$ cat config.mk
export PLATFORM = sky130hd
export DESIGN_NAME = zet_bus_arbiter
export DESIGN_NICKNAME = d
export VERILOG_FILES = /design/src/rtl/zet_bus_arbiter.sv
export SDC_FILE = /design/constraint.sdc
export NUM_CORES = 1
export LEC_CHECK = 0
export CELL_PAD_IN_SITES_DETAIL_PLACEMENT = 1
export CELL_PAD_IN_SITES_GLOBAL_PLACEMENT = 1
export CORE_MARGIN = 5
export CORE_UTILIZATION = 35
export CTS_CLUSTER_SIZE = 25
export DETAILED_ROUTE_END_ITERATION = 8
export PLACE_DENSITY = 0.83
export SETUP_SLACK_MARGIN = 0.1
export SYNTH_ARGS = -nofsm -noshare
export SYNTH_HDL_FRONTEND = slang
export SYNTH_SLANG_ARGS = --single-unit
export TNS_END_PERCENT = 1
$ cat constraint.sdc
create_clock -name clk -period 4.4 [get_ports clk]
set_clock_uncertainty 0.15 [all_clocks]
set_input_delay 0.44 -clock clk [delete_from_list [all_inputs] [get_ports clk]]
set_output_delay 0.44 -clock clk [all_outputs]
set_load 0.01 [all_outputs]
$ cat src/rtl/zet_bus_arbiter.sv
// Shares one Wishbone master port between the 8086 core and a DMA controller (HOLD/HLDA),
// splitting odd-address word accesses into two byte cycles. Optional ack timeout: ZET_ARB_TIMEOUT_EN.
module zet_bus_arbiter #(
    parameter int TMO_CYCLES = 64
) (
    input  logic        clk,
    input  logic        rst,
    input  logic [19:0] cpu_adr_i,
    input  logic [15:0] cpu_wdat_i,
    output logic [15:0] cpu_rdat_o,
    input  logic        cpu_byte_i,
    input  logic        cpu_mem_op_i,
    input  logic        cpu_m_io_i,
    input  logic        cpu_we_i,
    output logic        cpu_block_o,
    input  logic        dma_hreq_i,
    output logic        dma_hlda_o,
    input  logic [19:0] dma_adr_i,
    input  logic [15:0] dma_dat_i,
    input  logic [1:0]  dma_sel_i,
    input  logic        dma_we_i,
    input  logic        dma_stb_i,
    input  logic        dma_tga_i,
    output logic [18:0] wb_adr_o,
    output logic [15:0] wb_dat_o,
    input  logic [15:0] wb_dat_i,
    output logic [1:0]  wb_sel_o,
    output logic        wb_we_o,
    output logic        wb_tga_o,
    output logic        wb_stb_o,
    output logic        wb_cyc_o,
    input  logic        wb_ack_i,
    output logic        wb_ack_dma_o,
    output logic        bus_err_o
);

    typedef enum logic [1:0] {IDLE, CPU1, CPU2, HOLD} state_t;

    state_t      state_reg, state_next;
    logic [19:0] adr_reg, adr_next;
    logic [1:0]  sel_reg, sel_next;
    logic [15:0] dat_reg, dat_next;
    logic [7:0]  hi_reg, hi_next;
    logic        we_reg, we_next;
    logic        tga_reg, tga_next;
    logic        byte_reg, byte_next;
    logic        odd_reg, odd_next;
    logic        stb_reg, stb_next;
    logic [15:0] rdat_reg, rdat_next;
    logic        done_reg, done_next;
    logic        token_reg, token_next;

    logic        hold;
    logic        tmo_hit;
    logic        cyc_ack;
    logic [15:0] bus_dat;
    logic [19:0] cpu_adr_eff;
    logic [19:0] adr_inc;
    logic        unused_bits;

    // IO space is 64K: upper address bits are forced to zero and increments wrap at 16 bits
    assign cpu_adr_eff = cpu_m_io_i ? {4'h0, cpu_adr_i[15:0]} : cpu_adr_i;
    assign adr_inc     = tga_reg ? {4'h0, adr_reg[15:0] + 16'd1} : adr_reg + 20'd1;

    assign cyc_ack = stb_reg & (wb_ack_i | tmo_hit);
    assign bus_dat = tmo_hit ? 16'hFFFF : wb_dat_i;

`ifdef ZET_ARB_TIMEOUT_EN
    localparam int CW = $clog2(TMO_CYCLES + 1);
    logic [CW-1:0] tmo_cnt_reg;
    logic          err_reg;

    assign tmo_hit   = stb_reg & ~wb_ack_i & (tmo_cnt_reg == CW'(TMO_CYCLES - 1));
    assign bus_err_o = err_reg;

    always_ff @(posedge clk or negedge rst) begin
        if (!rst) begin
            tmo_cnt_reg <= '0;
            err_reg     <= 1'b0;
        end else begin
            err_reg <= tmo_hit;
            if (stb_reg && !wb_ack_i && !tmo_hit)
                tmo_cnt_reg <= tmo_cnt_reg + 1'b1;
            else
                tmo_cnt_reg <= '0;
        end
    end
`else
    assign tmo_hit   = 1'b0;
    assign bus_err_o = 1'b0;
`endif

    always_ff @(posedge clk or negedge rst) begin
        if (!rst) begin
            state_reg <= IDLE;
            adr_reg   <= '0;
            sel_reg   <= '0;
            dat_reg   <= '0;
            hi_reg    <= '0;
            we_reg    <= 1'b0;
            tga_reg   <= 1'b0;
            byte_reg  <= 1'b0;
            odd_reg   <= 1'b0;
            stb_reg   <= 1'b0;
            rdat_reg  <= '0;
            done_reg  <= 1'b0;
            token_reg <= 1'b0;
        end else begin
            state_reg <= state_next;
            adr_reg   <= adr_next;
            sel_reg   <= sel_next;
            dat_reg   <= dat_next;
            hi_reg    <= hi_next;
            we_reg    <= we_next;
            tga_reg   <= tga_next;
            byte_reg  <= byte_next;
            odd_reg   <= odd_next;
            stb_reg   <= stb_next;
            rdat_reg  <= rdat_next;
            done_reg  <= done_next;
            token_reg <= token_next;
        end
    end

    always_comb begin
        state_next = state_reg;
        adr_next   = adr_reg;
        sel_next   = sel_reg;
        dat_next   = dat_reg;
        hi_next    = hi_reg;
        we_next    = we_reg;
        tga_next   = tga_reg;
        byte_next  = byte_reg;
        odd_next   = odd_reg;
        stb_next   = stb_reg;
        rdat_next  = rdat_reg;
        token_next = token_reg;
        done_next  = 1'b0;

        case (state_reg)
            IDLE: begin
                // The token gives a waiting CPU one access between back-to-back holds
                if (dma_hreq_i && !(token_reg && cpu_mem_op_i)) begin
                    state_next = HOLD;
                    token_next = 1'b0;
                end else if (cpu_mem_op_i && !done_reg) begin
                    state_next = CPU1;
                    stb_next   = 1'b1;
                    adr_next   = cpu_adr_eff;
                    we_next    = cpu_we_i;
                    tga_next   = cpu_m_io_i;
                    byte_next  = cpu_byte_i;
                    odd_next   = !cpu_byte_i && cpu_adr_eff[0];
                    hi_next    = cpu_wdat_i[15:8];
                    if (cpu_byte_i || cpu_adr_eff[0]) begin
                        sel_next = cpu_adr_eff[0] ? 2'b10 : 2'b01;
                        dat_next = {2{cpu_wdat_i[7:0]}};
                    end else begin
                        sel_next = 2'b11;
                        dat_next = cpu_wdat_i;
                    end
                end
            end
            CPU1: begin
                if (cyc_ack) begin
                    stb_next = 1'b0;
                    if (!we_reg) begin
                        if (byte_reg)
                            rdat_next = {8'h00, adr_reg[0] ? bus_dat[15:8] : bus_dat[7:0]};
                        else if (odd_reg)
                            rdat_next[7:0] = bus_dat[15:8];
                        else
                            rdat_next = bus_dat;
                    end
                    if (odd_reg) begin
                        state_next = CPU2;
                        adr_next   = adr_inc;
                        sel_next   = 2'b01;
                        dat_next   = {2{hi_reg}};
                    end else begin
                        state_next = IDLE;
                        done_next  = 1'b1;
                        token_next = 1'b0;
                    end
                end
            end
            CPU2: begin
                // First CPU2 clock is the idle gap between the two halves of a split word
                if (!stb_reg) begin
                    stb_next = 1'b1;
                end else if (cyc_ack) begin
                    stb_next = 1'b0;
                    if (!we_reg)
                        rdat_next[15:8] = bus_dat[7:0];
                    state_next = IDLE;
                    done_next  = 1'b1;
                    token_next = 1'b0;
                end
            end
            HOLD: begin
                if (!dma_hreq_i) begin
                    state_next = IDLE;
                    token_next = cpu_mem_op_i;
                end
            end
            default: state_next = IDLE;
        endcase
    end

    assign hold         = (state_reg == HOLD);
    assign dma_hlda_o   = hold;
    assign wb_ack_dma_o = wb_ack_i & hold;
    assign cpu_block_o  = cpu_mem_op_i & ~done_reg;
    assign cpu_rdat_o   = rdat_reg;

    assign wb_adr_o = hold ? dma_adr_i[19:1] : adr_reg[19:1];
    assign wb_dat_o = hold ? dma_dat_i : dat_reg;
    assign wb_sel_o = hold ? dma_sel_i : sel_reg;
    assign wb_we_o  = hold ? dma_we_i  : we_reg;
    assign wb_tga_o = hold ? dma_tga_i : tga_reg;
    assign wb_stb_o = hold ? dma_stb_i : stb_reg;
    assign wb_cyc_o = hold ? dma_stb_i : stb_reg;

    assign unused_bits = dma_adr_i[0] ^ (TMO_CYCLES != 0);

endmodule

==> results of run 1 <==
-- area by class of cell --
type                       count  area [um2]  share of cell area [%]
sequential                    71        1780                    28.5
clock inverter                 7         121                    1.95
tap                          147         184                    2.95
multi-input combinational    344        2280                    36.5
clock buffer                   9         225                    3.61
inverter                      10        37.5                   0.602
timing repair buffer         162        1610                    25.9
-- critical path: stages (launching register included) --
cell and delay, ns:
dfrtp_1 0.41, ha_2 0.97, mux2_2 0.43, clkdlybuf4s50_1 0.50
-- Yosys cell counts, types with 2 or more instances --
cell type  count  share of area, %
nand3b_1       2              0.36
o21ai_0       52               6.2
a32oi_1        3              0.63
nor3b_1        3              0.54
nand2b_1       8               1.2
o21ai_1        2              0.24
buf_1          2              0.18
buf_2          2              0.24
buf_4          2              0.36
mux2_2        49                13
a221o_1        3              0.71
nand2_1       58               5.2
nor4_1         2              0.30
and2_1         2              0.30
nor2_1        22               2.0
inv_1         10              0.89
a22oi_1        9               1.6
a21o_1         2              0.36
nand3_1       11               1.3
nand4_1        4              0.60
dfrtp_1       71                42
o22ai_1        8               1.2
o2bb2ai_1      2              0.42
a21oi_1       36               4.3
ha_1           6               1.8
nor2b_1        3              0.45
nor3_1        10               1.2
clkbuf_1      23               2.1
mux2i_1       21               5.0
nand4b_1       2              0.42
a21boi_0       4              0.71
-- final timing paths --
check	to	cells past startpoint	slack, ns
setup / recovery	wb_tga_o	3	1.17
hold / removal	cpu_rdat_o[11]	1	0.08
setup reg to reg	adr_reg[9]	8	1.64
hold reg to reg	cpu_rdat_o[5]	2	0.33
max in group asynchronous	sel_reg[0]	1	3.42
min in group clk	cpu_rdat_o[5]	2	0.33
-- report_power, final --
part	switching (mW)	leakage (nW)	internal [mW]
Clock	0.301	0.158	0.555
Combinational	1.18	1.51	1.24
Sequential	0.299	0.863	0.982
-- stage by stage --
step / power (mW) / std cells / hold slack, ns / instance area, um2
detailed placement: 3.72 / 734 / 0.322 / 5890
finish: 4.56 / 750 / 0.0803 / 6230
floorplan: 2.63 / 454 / -0.00559 / 4200
global route: 4.89 / 750 / 0.158 / 6230
CTS: 4.61 / 750 / 0.126 / 6230
global placement: 3.59 / 734 / 0.310 / 5890
-- kinds of logic after synthesis --
group           synth area share (%)
compound gates                  18.3
flops                           42.3
mux                             18.1
buf+inv                         3.72
other cells                   0.0892
fa+ha+maj                       1.79
simple gates                    15.7
-- layer usage --
layer  share of wire [%]  GRT usage [%]  vias up
met5                   0              0        -
met2                  50           34.7      108
met4                 1.3           6.94        0
met1                  44           25.5     1999
li1                    -              -     1930
met3                 5.1           4.48       15
==> run_results.csv, run 1 <==
group,metric,value,unit
yosys,synth_warnings,0,
cts,numCtsBuffers,9,
worst_hold_path,min_path_type,"input pin to async pin",
floorplan,die_y,120,um
cts,cts_buffer_depth,2,
yosys,syn-cell-area,4200,um2
yosys,synth_fp_nets,561,
drt,drc_errors,0,
floorplan,die_area,14300,um2
critical_path,crit_fanout,47,
timing,final-hold-violation-count,0,
power,ir_drop,0.268,mV
layout,fin_nets,705,
yosys,syn_area_per_cell,9.26,um2
floorplan,die_x,120,um
critical_path,regToRegStartpoint,"state_reg[1]",
cts,hold_buffers,0,
cts,clk_latency,0.33,ns
yosys,seq_area_frac_synth,42.3,%
critical_path,end_kind,"output port",
run,drv_cap,0,
layout,nFillCells,1381,
yosys,synth_cell_types,51,
layout,drive_gt1_share,12.4,%
layout,fin_util,52.3,%
drt,ant_nets,0,
timing,relSlewSlack,21.0,%
layout,final_common_cell,"clkdlybuf4s50_1",
floorplan,core,11900,um2
placement,hpwlAfterDp,10500,um
critical_path,arrival,2.64,ns
timing,worst_pin_slew,1.15,ns
layout,syn2layout_area_growth,48.3,%
power,p_leak,2.53,nW
timing,setup_viol,0,
floorplan,rows,40,
drt,drt-total-wl,14300,um
drt,vias_per_cell,5.40,
placement,pre_cts_ws,1.35,ns
yosys,synth_edf_count,0,
cts,cts_setup_buffers,0,
critical_path,crit_start,"state_reg[0]",
global_routing,grt_start_max_net_pins,72,
power,power_density,731,nW/um2
global_routing,grt_util_all_layers,20.4,%
cts,ctsHtreeMaxLevel,3,
floorplan,io_pins,162,
timing,slew_viol_final,0,
floorplan,start_util,35.3,%
global_routing,grt-ovfl-total,0,
layout,largest_register_ff_count,20,
timing,setup_ws,1.17,ns
cts,clockRootBuffer,"clkbuf_16",
cts,cts_resized,0,
cts,clock-sinks,71,
critical_path,worst_setup_path_start_kind,"flip-flop",
yosys,synth_seq_cells,71,
layout,final_cell_mix,"clkdlybuf4s50_1, dfrtp_1, nand2_1, o21ai_0, mux2_2",
yosys,synthArstFlopShare,100,%
yosys,synthFlopType,"dfrtp_1",
timing,min_period,3.23,ns
placement,routabilityCongestion,0.774,
cts,cts_tree,"built",
timing,tns,0,ns
timing,fmax,309,MHz
drt,dr.pass1.iters,4,
global_routing,grt_pass1_wl,23400,um
yosys,synthCells,454,
cts,clk_pin_slew_worst_paths,0.06,ns
global_routing,grt_pass1_vias,4468,
drt,dr.first_iter.drc_count,169,
critical_path,worstSetupPathType,"flip-flop to output port",
status,status,"finished, final reports clean",
timing,rsz0062_at_grt,"false",
critical_path,cp.required,3.81,ns
timing,finalCritPeriodShare,73.5,%
placement,portBuffers,159,
drt,wl_per_cell,19.1,um
layout,antenna_cells,0,
global_routing,antenna_found_initial,0,
drt,vias,4052,
Note: power is estimated with default switching activity, not from simulation.
==> run 2, diff against run 1 <==
--- a/config.mk
+++ b/config.mk
@@ -8,10 +8,10 @@
 export CELL_PAD_IN_SITES_DETAIL_PLACEMENT = 1
 export CELL_PAD_IN_SITES_GLOBAL_PLACEMENT = 1
 export CORE_MARGIN = 5
-export CORE_UTILIZATION = 35
+export CORE_UTILIZATION = 32
 export CTS_CLUSTER_SIZE = 25
 export DETAILED_ROUTE_END_ITERATION = 8
-export PLACE_DENSITY = 0.83
+export PLACE_DENSITY = 0.77
 export SETUP_SLACK_MARGIN = 0.1
 export SYNTH_ARGS = -nofsm -noshare
 export SYNTH_HDL_FRONTEND = slang
==> constraint.sdc (replaced) <==
create_clock -name clk -period 3.2 [get_ports clk]
set_clock_uncertainty 0.15 [all_clocks]
set_input_delay 0.32 -clock clk [delete_from_list [all_inputs] [get_ports clk]]
set_output_delay 0.32 -clock clk [all_outputs]
set_load 0.01 [all_outputs]
==> run_results.csv, run 2 (synthesized netlist as in run 1, its figures left out) <==
group,metric,value,unit
global_routing,grt_pass1_wl,23000,um
worst_hold_path,hold_end,"dat_reg[10]",
worst_hold_path,whs_path_depth,2,
layout,drive_gt1_share,13.0,%
critical_path,regToRegStartpoint,"state_reg[1]",
layout,nFillCells,1471,
cts,clockRootBuffer,"clkbuf_16",
placement,portBuffers,159,
floorplan,rows,41,
timing,finalCritPeriodShare,82.3,%
global_routing,grt-ovfl-total,0,
cts,cts_setup_buffers,0,
floorplan,die_area,15500,um2
layout,largest_register_ff_count,20,
timing,whs,0.332,ns
global_routing,antenna_found_initial,0,
drt,vias_per_cell,5.24,
placement,routabilityCongestion,0.814,
timing,min_period,2.64,ns
drt,dr.pass1.iters,4,
timing,worst_pin_slew,1.06,ns
run,drv_cap,0,
floorplan,io_pins,162,
cts,clk_latency,0.34,ns
critical_path,cp.required,2.73,ns
critical_path,arrival,2.17,ns
worst_hold_path,min_from,"dat_reg[10]",
timing,setup_ws,0.565,ns
drt,dr.first_iter.drc_count,151,
power,p_leak,2.57,nW
timing,setup_viol,0,
critical_path,r2r_slack,0.67,ns
timing,relSlewSlack,28.5,%
placement,hpwlAfterDp,10900,um
cts,cts_buffer_depth,2,
placement,pre_cts_ws,0.501,ns
drt,drc_errors,0,
drt,vias,4086,
timing,tns,0,ns
drt,wl_per_cell,18.7,um
timing,slew_viol_final,0,
global_routing,grt_pass1_vias,4305,
critical_path,worst_setup_path_start_kind,"flip-flop",
cts,ctsHtreeMaxLevel,3,
floorplan,die_x,125,um
power,ir_drop,0.376,mV
drt,drt-total-wl,14600,um
layout,syn2layout_area_growth,50.2,%
timing,rsz0062_at_grt,"false",
power,power_density,1000,nW/um2
critical_path,worstSetupPathType,"flip-flop to output port",
floorplan,die_y,125,um
critical_path,r2r-end,"adr_reg[2]",
global_routing,grt_util_all_layers,18.3,%
layout,final_cell_mix,"clkdlybuf4s50_1, dfrtp_1, nand2_1, o21ai_0, mux2_2",
status,status,"finished, final reports clean",
timing,final-hold-violation-count,0,
layout,fin_nets,710,
timing,fmax,379,MHz
global_routing,grt_start_max_net_pins,72,
critical_path,reg2reg_depth,7,
floorplan,core,12800,um2
cts,clk_pin_slew_worst_paths,0.06,ns
critical_path,crit_fanout,24,
cts,numCtsBuffers,9,
worst_hold_path,min_path_type,"flip-flop to flip-flop",
layout,antenna_cells,0,
critical_path,end_kind,"output port",
drt,ant_nets,0,
cts,cts_tree,"built",
layout,final_common_cell,"clkdlybuf4s50_1",
floorplan,start_util,32.9,%
cts,clock-sinks,71,
==> run 2: cell types whose count changed in the layout (fill, tap and decap cells not counted), sizes merged <==
cell	previous run	this run
clkinv	1	2
buf	4	8
clkbuf	9	10
dlygate4sd3	0	1
clkinvlp	3	0
inv	10	11
==> run 2: power breakdown <==
group / switching [mW] / internal, mW
clock: 0.412 / 0.788
combinational: 1.64 / 1.73
sequential: 0.413 / 1.35
total: 2.46 / 3.87
==> run 2: layout make-up <==
class	count	area (um2)	area share, %
Multi-Input combinational cell	344	2280	36.1
Timing Repair Buffer	167	1650	26.2
Clock inverter	6	116	1.84
Clock buffer	10	239	3.79
Sequential cell	71	1780	28.1
Inverter	10	37.5	0.595
Tap cell	172	215	3.41
==> run 2: timing repair <==
item / 4_1_cts / 5_1_grt
gates resized for setup: 0 / 0
hold endpoints to repair: 2 / 0
hold buffers: 1 / 0
==> run 2: worst max-delay path, stage by stage, from the launching register on <==
cell,delay [ns]
dfrtp_1,0.40
ha_2,0.20
buf_4,0.30
mux2_2,0.38
clkdlybuf4s50_1,0.51
==> run 2: routing by layer <==
| layer | routed length [um] | global-route usage [%] |
|---|---|---|
| met5 | 0 | 0 |
| met4 | 275 | 6.90 |
| met3 | 718 | 4.03 |
| met2 | 7450 | 32.1 |
| met1 | 6180 | 21.8 |
==> run 2: how the worst max path moves through the flow <==
stage / from / end / slack [ns] / cells past startpoint
final: state_reg[0] / wb_adr_o[4] / 0.56 / 4
after CTS: state_reg[0] / wb_sel_o[1] / 0.54 / 4
after global placement: wb_ack_i / adr_reg[3] / 0.56 / 6
after global routing: state_reg[0] / wb_dat_o[10] / 0.47 / 4
after detailed placement: wb_ack_i / adr_reg[2] / 0.50 / 6
after floorplan: state_reg[1] / adr_reg[14] / 0.99 / 10
==> run 2: through the flow <==
step                      util [%]  instances  cell area (um2)  power [mW]
after detailed placement      46.6        763             5950        5.16
final                         49.4        780             6310        6.33
after floorplan                  -        454             4200        3.62
after global placement        46.6        763             5950        4.96
after global routing          49.4        780             6310        6.77
after CTS                     49.4        780             6310        6.41
==> run 3, diff against run 2 <==
--- a/config.mk
+++ b/config.mk
@@ -8,10 +8,10 @@
 export CELL_PAD_IN_SITES_DETAIL_PLACEMENT = 1
 export CELL_PAD_IN_SITES_GLOBAL_PLACEMENT = 1
 export CORE_MARGIN = 5
-export CORE_UTILIZATION = 32
+export CORE_UTILIZATION = 29
 export CTS_CLUSTER_SIZE = 25
 export DETAILED_ROUTE_END_ITERATION = 8
-export PLACE_DENSITY = 0.77
+export PLACE_DENSITY = 0.73
 export SETUP_SLACK_MARGIN = 0.1
 export SYNTH_ARGS = -nofsm -noshare
 export SYNTH_HDL_FRONTEND = slang
==> constraint.sdc (replaced) <==
create_clock -name clk -period 2.25 [get_ports clk]
set_clock_uncertainty 0.15 [all_clocks]
set_input_delay 0.225 -clock clk [delete_from_list [all_inputs] [get_ports clk]]
set_output_delay 0.225 -clock clk [all_outputs]
set_load 0.01 [all_outputs]
==> run_results.csv, run 3 (synthesized netlist as in run 1, its figures left out) <==
group,metric,value,unit
global_routing,grt_util_all_layers,17.6,%
layout,fin_nets,736,
placement,placed_cells,801,
drt,dr.first_iter.drc_count,164,
layout,postLayoutCellArea,6580,um2
critical_path,regToRegStartpoint,"state_reg[1]",
cts,cts_tree,"built",
drt,dr.pass1.iters,4,
power,power.total,9.09,mW
floorplan,die_x,130,um
cts,ctsHtreeMaxLevel,3,
status,status,"finished with violations",
drt,wl_per_cell,18.1,um
critical_path,cp.required,1.88,ns
timing,rsz0062_at_grt,"true",
critical_path,r2r_slack,0.09,ns
critical_path,worst_setup_path_start_kind,"flip-flop",
layout,final_common_cell,"clkdlybuf4s50_1",
cts,numCtsBuffers,9,
timing,final-hold-violation-count,0,
timing,setup_viol,20,
critical_path,worst_path_max_delay_cell,"clkdlybuf4s50_1",
status,failed_checks,"negative setup slack",
cts,clk_latency,0.33,ns
global_routing,grt_pass1_vias,4725,
placement,routabilityCongestion,0.855,
worst_hold_path,min_path_type,"input pin to async pin",
critical_path,crit_fanout,11,
critical_path,r2r-end,"adr_reg[13]",
power,ir_drop,0.544,mV
timing,relSlewSlack,56.4,%
timing,whs,0.218,ns
layout,final_cell_mix,"clkdlybuf4s50_1, dfrtp_1, nand2_1, o21ai_0, mux2_2",
floorplan,die_area,17000,um2
run,drv_cap,0,
floorplan,core,14400,um2
power,power_density,1380,nW/um2
layout,instances_no_fill,818,
timing,setup_ws,-0.0981,ns
timing,fmax,426,MHz
drt,ant_nets,0,
cts,clock-sinks,71,
critical_path,reg2reg_depth,9,
cts,cts_buffer_depth,2,
critical_path,arrival,1.97,ns
critical_path,end_kind,"output port",
layout,largest_register_ff_count,20,
power,switching_share,39.3,%
layout,syn2layout_area_growth,56.5,%
power,switchingPower,3.57,mW
cts,cts_setup_buffers,0,
timing,finalCritPeriodShare,104,%
global_routing,grt_pass1_wl,23700,um
placement,portBuffers,159,
global_routing,antenna_found_initial,0,
timing,worst_pin_slew,0.651,ns
cts,clk_pin_slew_worst_paths,0.06,ns
placement,hpwlAfterDp,11600,um
floorplan,rows,44,
power,seqPwrFrac,27.1,%
floorplan,start_util,29.2,%
power,combPwrFrac,56.0,%
timing,tns,-1.71,ns
global_routing,grt_start_max_net_pins,45,
power,p_int,5.52,mW
power,p_leak,2.73,nW
layout,antenna_cells,0,
floorplan,io_pins,162,
critical_path,path_cells,"ha_4 -> buf_6 -> mux2_2 -> clkdlybuf4s50_1",
timing,slew_viol_final,0,
drt,vias,4227,
power,clkPwrFrac,16.9,%
timing,min_period,2.35,ns
critical_path,crit_start,"state_reg[1]",
global_routing,grt-ovfl-total,0,
critical_path,worstSetupPathType,"flip-flop to output port",
layout,drive_gt1_share,18.1,%
drt,drc_errors,0,
drt,drt-total-wl,14800,um
drt,vias_per_cell,5.17,
placement,dpl_cell_area,6220,um2
cts,clockRootBuffer,"clkbuf_16",
critical_path,cpPeakStageDelay,0.48,ns
floorplan,die_y,130,um
[run 3: cell types whose count changed in the layout (fill, tap and decap cells not counted), moves of 2 or more]
| cell | previous run | this run |
|---|---|---|
| buf_4 | 8 | 27 |
| clkdlybuf4s15_1 | 0 | 9 |
| clkdlybuf4s50_1 | 158 | 137 |
| buf_12 | 0 | 4 |
| clkbuf_2 | 0 | 3 |
| buf_6 | 0 | 3 |
| clkinvlp_4 | 0 | 2 |
| dlygate4sd2_1 | 0 | 8 |
[run 3: cell type report]
type	instances	area [um2]
fill	1622	7790
sequential	71	1780
clock inverter	7	97.6
multi-input combinational	344	2320
timing repair buffer	193	1890
inverter	10	37.5
tap	184	230
clock buffer	9	225
[run 3: layer usage]
layer | global-route usage, % | part of all wire, %
met2 | 31.3 | 52
met4 | 6.59 | 1.7
met1 | 21.3 | 42
met3 | 3.05 | 4.6
met5 | 0 | 0
[run 3: power by group through the flow]
stage	Sequential (mW)	Combinational [mW]	Clock [mW]
after global placement	2.43	5.02	0
final	2.46	5.09	1.54
after CTS	2.47	5.14	1.58
after floorplan	2.38	2.79	0
after global routing	2.55	5.60	1.63
after detailed placement	2.48	5.22	0
[run 3: worst max-delay path by stage]
stage                         to  slack, ns  cells after the start
floorplan            adr_reg[14]       0.10                     10
global placement      adr_reg[7]       0.02                      6
detailed placement    adr_reg[7]      -0.01                      6
CTS                 wb_adr_o[13]      -0.13                      4
global route         wb_dat_o[3]      -0.16                      4
finish              wb_dat_o[15]       -0.1                      4
[run 3: metrics by stage]
step,utilization (%),setup WS (ns)
detailed placement,43.3,-0.0111
finish,45.8,-0.0981
global route,45.8,-0.163
global placement,43.3,0.0168
CTS,45.7,-0.134
floorplan,-,0.101
[run 3: worst max-delay path: cells and delay by family, from the launching register on]
family	cells	cell delay, ns
buffers and inverters	2	0.65
DFF	1	0.41
adders and majority gates	1	0.22
muxes	1	0.35
[run 3: what timing repair did]
item	CTS	global route
endpoints found under the setup margin	49	59
hold buffers	1	0
resized for setup	34	15
pin swaps	0	1
hold endpoints to repair	27	0
